==> config.mk <==
export PLATFORM = sky130hd
export DESIGN_NAME = fig_06_block_152_ctrl
export DESIGN_NICKNAME = d
export VERILOG_FILES = /design/src/rtl/fig_06_block_152_ctrl.sv
export SDC_FILE = /design/constraint.sdc
export NUM_CORES = 1
export LEC_CHECK = 0
export ABC_AREA = 1
export CELL_PAD_IN_SITES_DETAIL_PLACEMENT = 0
export CELL_PAD_IN_SITES_GLOBAL_PLACEMENT = 2
export CORE_MARGIN = 2
export CORE_UTILIZATION = 21
export DETAILED_ROUTE_END_ITERATION = 10
export GPL_TIMING_DRIVEN = 0
export PLACE_DENSITY = 0.85
export SETUP_SLACK_MARGIN = 0.15
export SYNTH_ARGS = -nofsm -noshare
export SYNTH_HDL_FRONTEND = slang
export SYNTH_SLANG_ARGS = --single-unit
==> constraint.sdc <==
create_clock -name clk -period 1.6 [get_ports clk]
set_clock_uncertainty 0.05 [all_clocks]
set_input_delay 0.24 -clock clk [delete_from_list [all_inputs] [get_ports clk]]
set_output_delay 0.24 -clock clk [all_outputs]
set_load 0.005 [all_outputs]
==> src/rtl/fig_06_block_152_ctrl.sv <==
// Sequencer for the Figure 6 ALU adder/subtractor (block 152).
// Runs one arithmetic request as one or two passes through block 152,
// returns the result with a write strobe, and owns the {cy,ov,z,s} flags.
// Block 152 has no carry-in, so ADC/SBC with an active carry take a
// second pass that adds or subtracts one.
module fig_06_block_152_ctrl #(
  parameter int         WIDTH    = 16,
  parameter logic [3:0] FLAG_RST = 4'b0000
) (
  input  logic             clk,
  input  logic             rst,
  input  logic             req,
  input  logic [2:0]       op,
  input  logic [WIDTH-1:0] a,
  input  logic [WIDTH-1:0] b,
  input  logic             flag_load,
  input  logic [3:0]       flag_in,
  output logic             ready,
  output logic             done,
  output logic [WIDTH-1:0] result,
  output logic             wr_en,
  output logic             err,
  output logic             cy,
  output logic             ov,
  output logic             z,
  output logic             s,
  output logic [WIDTH-1:0] add_x,
  output logic [WIDTH-1:0] add_y,
  output logic             add_sel,
  input  logic [WIDTH-1:0] add_z,
  input  logic             add_cy,
  input  logic             add_ov
);

  localparam logic [2:0] OP_ADD = 3'b000;
  localparam logic [2:0] OP_ADC = 3'b001;
  localparam logic [2:0] OP_SUB = 3'b010;
  localparam logic [2:0] OP_SBC = 3'b011;
  localparam logic [2:0] OP_CMP = 3'b100;

  typedef enum logic [1:0] {IDLE, PASS1, PASS2, DONE} state_t;

  state_t     state, next_state;
  logic [2:0] op_q;
  logic       c1_q;    // raw block 152 cy from pass 1 (carry or borrow)
  logic       ov1_q;
  logic [3:0] flags;   // {cy,ov,z,s}

  logic       req_reserved;
  logic       need_pass2;
  logic       finish;
  logic       fin_cy;
  logic       fin_ov;

  assign req_reserved = (op > OP_CMP);
  // The carry flag cannot change between accept and PASS1, so this is the
  // cy value the operation was accepted with (including a coincident load).
  assign need_pass2   = ((op_q == OP_ADC) &&  flags[3]) ||
                        ((op_q == OP_SBC) && !flags[3]);
  assign finish       = ((state == PASS1) && !need_pass2) || (state == PASS2);

  assign ready  = (state == IDLE);
  assign done   = (state == DONE);
  assign err    = done && (op_q > OP_CMP);
  assign wr_en  = done && (op_q != OP_CMP) && (op_q <= OP_CMP);
  assign {cy, ov, z, s} = flags;

  // Final flags from the pass that completes the operation.
  always_comb begin
    // NOTE: every combinational output gets a default first so no path leaves it unassigned and infers a latch.
    fin_cy = add_cy;
    fin_ov = add_ov;
    if (state == PASS2) begin
      fin_ov = ov1_q ^ add_ov;
      // ADC pass 2 is x - FFFF: no borrow only when x was FFFF, i.e. the +1 carried out.
      // SBC pass 2 is x - 1: a borrow in either pass means an overall borrow.
      fin_cy = (op_q == OP_ADC) ? (c1_q | !add_cy) : !(c1_q | add_cy);
    end else if ((op_q == OP_SUB) || (op_q == OP_SBC) || (op_q == OP_CMP)) begin
      fin_cy = !add_cy;  // flag cy means "no borrow"
    end
  end

  // Next-state logic.
  always_comb begin
    next_state = state;
    unique case (state)
      IDLE:  if (req) next_state = req_reserved ? DONE : PASS1;
      PASS1: next_state = need_pass2 ? PASS2 : DONE;
      PASS2: next_state = DONE;
      DONE:  next_state = IDLE;
      default: next_state = IDLE;
    endcase
  end

  // State register.
  always_ff @(posedge clk or posedge rst) begin
    // NOTE: sequential state uses non-blocking assignments so every register samples pre-edge values.
    if (rst) state <= IDLE;
    else     state <= next_state;
  end

  // Operand latch, block 152 drive, pass-1 capture, result and flag register.
  always_ff @(posedge clk or posedge rst) begin
    if (rst) begin
      op_q    <= OP_ADD;
      c1_q    <= 1'b0;
      ov1_q   <= 1'b0;
      flags   <= FLAG_RST;
      result  <= '0;
      add_x   <= '0;
      add_y   <= '0;
      add_sel <= 1'b0;
    end else begin
      if ((state == IDLE) && flag_load) flags <= flag_in;
      if ((state == IDLE) && req) begin
        op_q <= op;
        if (req_reserved) begin
          result <= '0;
        end else begin
          add_x   <= a;
          add_y   <= b;
          add_sel <= (op == OP_SUB) || (op == OP_SBC) || (op == OP_CMP);
        end
      end
      if ((state == PASS1) && need_pass2) begin
        c1_q    <= add_cy;
        ov1_q   <= add_ov;
        add_x   <= add_z;
        add_y   <= (op_q == OP_ADC) ? {WIDTH{1'b1}} : WIDTH'(1);
        add_sel <= 1'b1;
      end
      if (finish) begin
        result <= add_z;
        flags  <= {fin_cy, fin_ov, (add_z == '0), add_z[WIDTH-1]};
      end
    end
  end

endmodule
---- Word level (Yosys, flattened, before mapping) ----
Index checks and enable logic that the tools add are counted.
cells by class
  magnitude comparators ................... 3
  equal/unequal tests ..................... 13
  multiplexer cells ....................... 23
  bitwise gates (word level) .............. 3
  reductions and logical operators ........ 27
operator list
  kind                                                    number
  2-to-1 mux 16 bit                                       10
  zero test 16 bit                                        1
  == test 3 x 2 -> 1 bit (second input constant)          4
  logical AND 1 bit                                       9
  2-to-1 mux 1 bit                                        8
  2-to-1 mux 4 bit                                        2
  one-hot mux 2 bit (4 select lines)                      1
  nonzero test 2 bit                                      4
  == test 3 bit (second input constant)                   2
  > comparator 3 bit (second input constant)              2
  logical OR 1 bit                                        6
  == test 2 bit (second input constant)                   2
  zero test 1 bit                                         4
  2-to-1 mux 2 bit                                        2
  AND reduction 2 bit                                     2
  == test 3 x 1 -> 1 bit (second input constant)          1
  <= comparator 3 bit (second input constant)             1
  inequality test 3 bit (second input constant)           1
  == test 2 x 1 -> 1 bit (second input constant)          1
  zero test 2 bit                                         1
  inequality test 2 x 1 -> 1 bit (second input constant)  1
  inequality test 2 bit (second input constant)           1
  OR 1 bit                                                2
  XOR 1 bit                                               1
word-level totals
  bits in registers ....................... 60
  input port bits ......................... 61
  output and inout bits ................... 57
  word-level logic and storage cells ...... 78

---- Longest topological paths before layout ----
  depth in word-level cells ............... 8
  mapped depth ............................ 9
  depth with buffers taken out ............ 8

---- Worst setup path before layout ----
No wires, ideal clock.
  path kind ............................... register to register
  start ................................... register state[0]
  end ..................................... register add_y[15]
  library setup time ...................... 66 ps
  arrival ................................. 1578 ps
  required time ........................... 1484 ps
  path slack .............................. -94 ps
  stages on the path, launching flop included .. 10
  buffers on the path ..................... 1
  clock period less this slack ............ 1694 ps
  path through ............................ dfrtp_1 -> inv_1 -> ha_1 -> nand2_1 -> nor2_4 -> inv_2 -> nand2_1 -> buf_2 -> nand2_1 -> nand2_1
between the ends
  longest elaborated chain between the ends .. 4
  elaborated cells on any way between the ends .. 8
  classes of those cells .................. eq/ne (2); mux (1); reduce/logical (5)
RTL lines
  element                        line  RTL
  start, declared                43    state_t state, next_state;
  start signal, assigned         99    else state <= next_state;
  zero test 2 bit                --
  via ready                      18    output logic ready,
  logical AND 1 bit              115   if ((state == IDLE) && req) begin
  nonzero test 2 bit (no line)   --
  AND reduction 2 bit (no line)  --
  end signal, assigned           129   add_y <= (op_q == OP_ADC) ? {WIDTH{1'b1}} : WIDTH'(1);
  end, declared                  28    output logic [WIDTH-1:0] add_y,
The timed path passes the listed nets, and every way through them passes these cells.
A chain may end at the register's enable or synchronous reset.

---- Worst setup path after layout ----
  start ................................... register state[0]
  end ..................................... output port done
between the ends
  longest elaborated chain between the ends .. 1
RTL lines
  element        line  RTL
  == test 2 bit  63    assign done = (state == DONE);
  end, declared  19    output logic done,
No other way between the ends.

==> flow_summary.ini <==
[status]
status = finished, final reports clean

[sta]
finalHoldViolCount = 0
drv_slew = 0
worst_slew_pin_slew_ps = 596.8
fmax_ghz = 0.6409
whs_ps = 256.5
finalSetupTns_ps = 0
post-route-min-period_ps = 1560
fin_crit_sh_pct = 97.51
worst_slack_ps = 39.80
setup_viol = 0
slew_headroom_pct = 60.13
rsz0062_at_grt = true

[hold_path]
holdCritPathClass = primary input to flop
hold_depth = 3
min_from = op[1]
min_to = op_q[1]

[synthesis]
synth_xor_area_share_pct = 0.2980
ys_types = 25
syn_avg_cell_area_um2 = 7.858
netlist_instances = 374
synth_nets = 440
syn_area_mm2 = 0.002939
synthSimpleGateAreaFrac_pct = 37.72
synth_fa_ha_area_share_pct = 2.129
ys_ff_latch = 60
synth_warnings = 0
synth_top_family_by_area = simple AND/OR/NAND/NOR gates
synth_compound_gate_area_share_pct = 3.108
synthMuxAreaShare_pct = 0
synth-seq-area-share_pct = 51.09

[setup_path]
worstPathArrival_ps = 1270
path_max_fanout = 4
endpoint_kind = output port
crit_chain = buf_4 -> ha_4 -> buf_6 -> buf_6
cp.required_ps = 1310
slowest_delay_ps = 430
worstSetupPathType = flop to output port
start_kind = flop
cp_common_cell = buf_6
crit_slowest_cell = dfrtp_2
r2r_cells = 8
regToRegEndpoint = result[1]
r2r_setup_slack_ps = 40
r2r-start = state[1]

[global_route]
grtUsageTotal_pct = 14.62
grt_pass1_wl_um = 16750
grt_max_degree = 38
grt_pass1_vias = 3119
antenna_found_initial = 0
grt-ovfl-total = 0

[layout]
final_cell_mix = 121 x nand2_1, 62 x nand3_1, 59 x clkdlybuf4s50_1, 55 x dfrtp_1, 53 x dlygate4sd2_1
finalNetCount = 613
final_util_pct = 38.84
diodes = 0
area_growth_pct = 81.99
layout-drive-gt1-share_pct = 27.64
final_common_cell = nand2_1

[detailed_routing]
vias = 3192
drc = 0
routed-wl-met3_um = 745
wl_met1_um = 4745
met2WireLength_um = 5328
wirelength_um = 11010
wl_per_cell_um = 15.08
firstDrtPassIters = 4
top_layer = met4
vias_per_cell = 4.373
ant_nets = 0
drt_iter0_drc = 124

[place]
place_ws_ps = -339.8
place_congestion = 0.7930
portBuffers = 117
dp_hpwl_um = 7784

[floorplanning]
dieArea_mm2 = 0.01496
die_w_um = 122.3
core_mm2 = 0.01377
initial_core_util_pct = 21.34
ios = 118
row_count = 43
die_h_um = 122.3

[cts]
h-tree-depth = 3
root_buffer = clkbuf_16
clk_pin_slew_ps = 60
clock-sinks = 60
cts_tree = built
holdBufCountCts = 0
numCtsBuffers = 9
clockBufferDepth = 2
clock_latency_ps = 330

[run]
drv_cap = 0

[power_and_ir_drop]
leakagePower_nw = 2.696
peakVddDrop_mv = 0.7770
power_density_mw_per_mm2 = 1893
## metrics by stage
| step | cell area (µm²) | instances | total power [W] |
|---|---|---|---|
| 3_5_place_dp | 4431 | 672 | 0.007137 |
| 2_1_floorplan | 3014 | 374 | 0.004911 |
| 5_1_grt | 5349 | 730 | 0.01090 |
| 4_1_cts | 5090 | 719 | 0.009606 |
| 3_3_place_gp | 4410 | 671 | 0.007038 |
| 6_report | 5349 | 730 | 0.01012 |
## critical path, delay by kind of cell, from the launching register on
kind	cells	cell delay (ps)
flops	1	430
buf+inv	3	360
fa+ha+maj	1	160
## registers in the layout, summed over array words and instances (netlist names)
signal	count
op_q	3
add_x	16
add_y	16
c1_q	1
state	2
result	16
ov1_q	1
flags	4
add_sel	1
## power breakdown
group / internal (W) / switching, W / total (W) / leakage [nW]
clock network: 0.00127 / 0.000672 / 0.00194 / 0.145
logic: 0.00276 / 0.00260 / 0.00536 / 1.82
registers: 0.00229 / 0.000528 / 0.00282 / 0.732
## final cells by class
cell class              instances  area, µm²
repair buffers                162       1495
multi-input cells             275       1539
inverters                      22      101.3
plain buffers                  17      188.9
flip-flops and latches         60       1508
clock inverters                 2      35.03
well taps                     180      225.2
clock buffers                  12      256.5
fillers                      1428       8424
## what timing repair did
item	CTS	global route
hold endpoints to repair	0	0
setup endpoints to repair	113	60
resized for setup	131	51
setup buffers	31	11
pin swaps	16	15
cloned	2	0
## logic make-up (layout without fill, tap and decap cells)
logic type,after synthesis,count (layout)
flip-flops,60,60
AO/OA/AOI/OAI,15,15
AND/OR/NAND/NOR,254,254
buffers and inverters,39,215
XOR/XNOR,1,1
adder cells (fa/ha/maj),5,5
## routing by layer
metal / global-route usage (%) / vias up
li1: - / 1551
met1: 19.00 / 1514
met2: 23.72 / 113
met3: 3.903 / 14
met4: 4.526 / 0
met5: 0 / -
## worst max-delay path by stage
stage | from | endpoint | slack [ps] | depth (start not counted)
after floorplan | state[0] | add_x[0] | 130 | 8
after global placement | op[1] | add_y[9] | -320 | 9
after detailed placement | op[1] | add_y[4] | -340 | 9
after CTS | state[1] | add_y[4] | 20 | 8
after global routing | state[1] | add_y[11] | -40 | 9
final | state[0] | done | 40 | 4
## cells in the mapped netlist
| master | number | area, µm² |
|---|---|---|
| ha_1 | 5 | 62.56 |
| nand3_2 | 1 | 10.01 |
| nand2_2 | 2 | 12.51 |
| nor2_4 | 1 | 11.26 |
| o21ai_0 | 9 | 45.04 |
| buf_6 | 1 | 11.26 |
| nor3_1 | 3 | 15.01 |
| inv_1 | 19 | 71.32 |
| nor2_2 | 2 | 12.51 |
| a21oi_4 | 1 | 16.27 |
| nand4_1 | 3 | 18.77 |
| dfrtp_1 | 60 | 1501 |
| nor2_1 | 19 | 71.32 |
| xor2_1 | 1 | 8.760 |
| nand2_4 | 2 | 22.52 |
| nand2_1 | 150 | 563.0 |
| o22ai_1 | 2 | 12.51 |
| buf_1 | 1 | 3.750 |
| nand4_4 | 1 | 21.27 |
| buf_2 | 10 | 50.05 |
| clkbuf_1 | 5 | 18.77 |
| inv_2 | 3 | 11.26 |
| o211ai_1 | 1 | 7.510 |
| nand3_1 | 70 | 350.3 |
| a21oi_1 | 2 | 10.01 |
(Power assumes the default switching activity.)
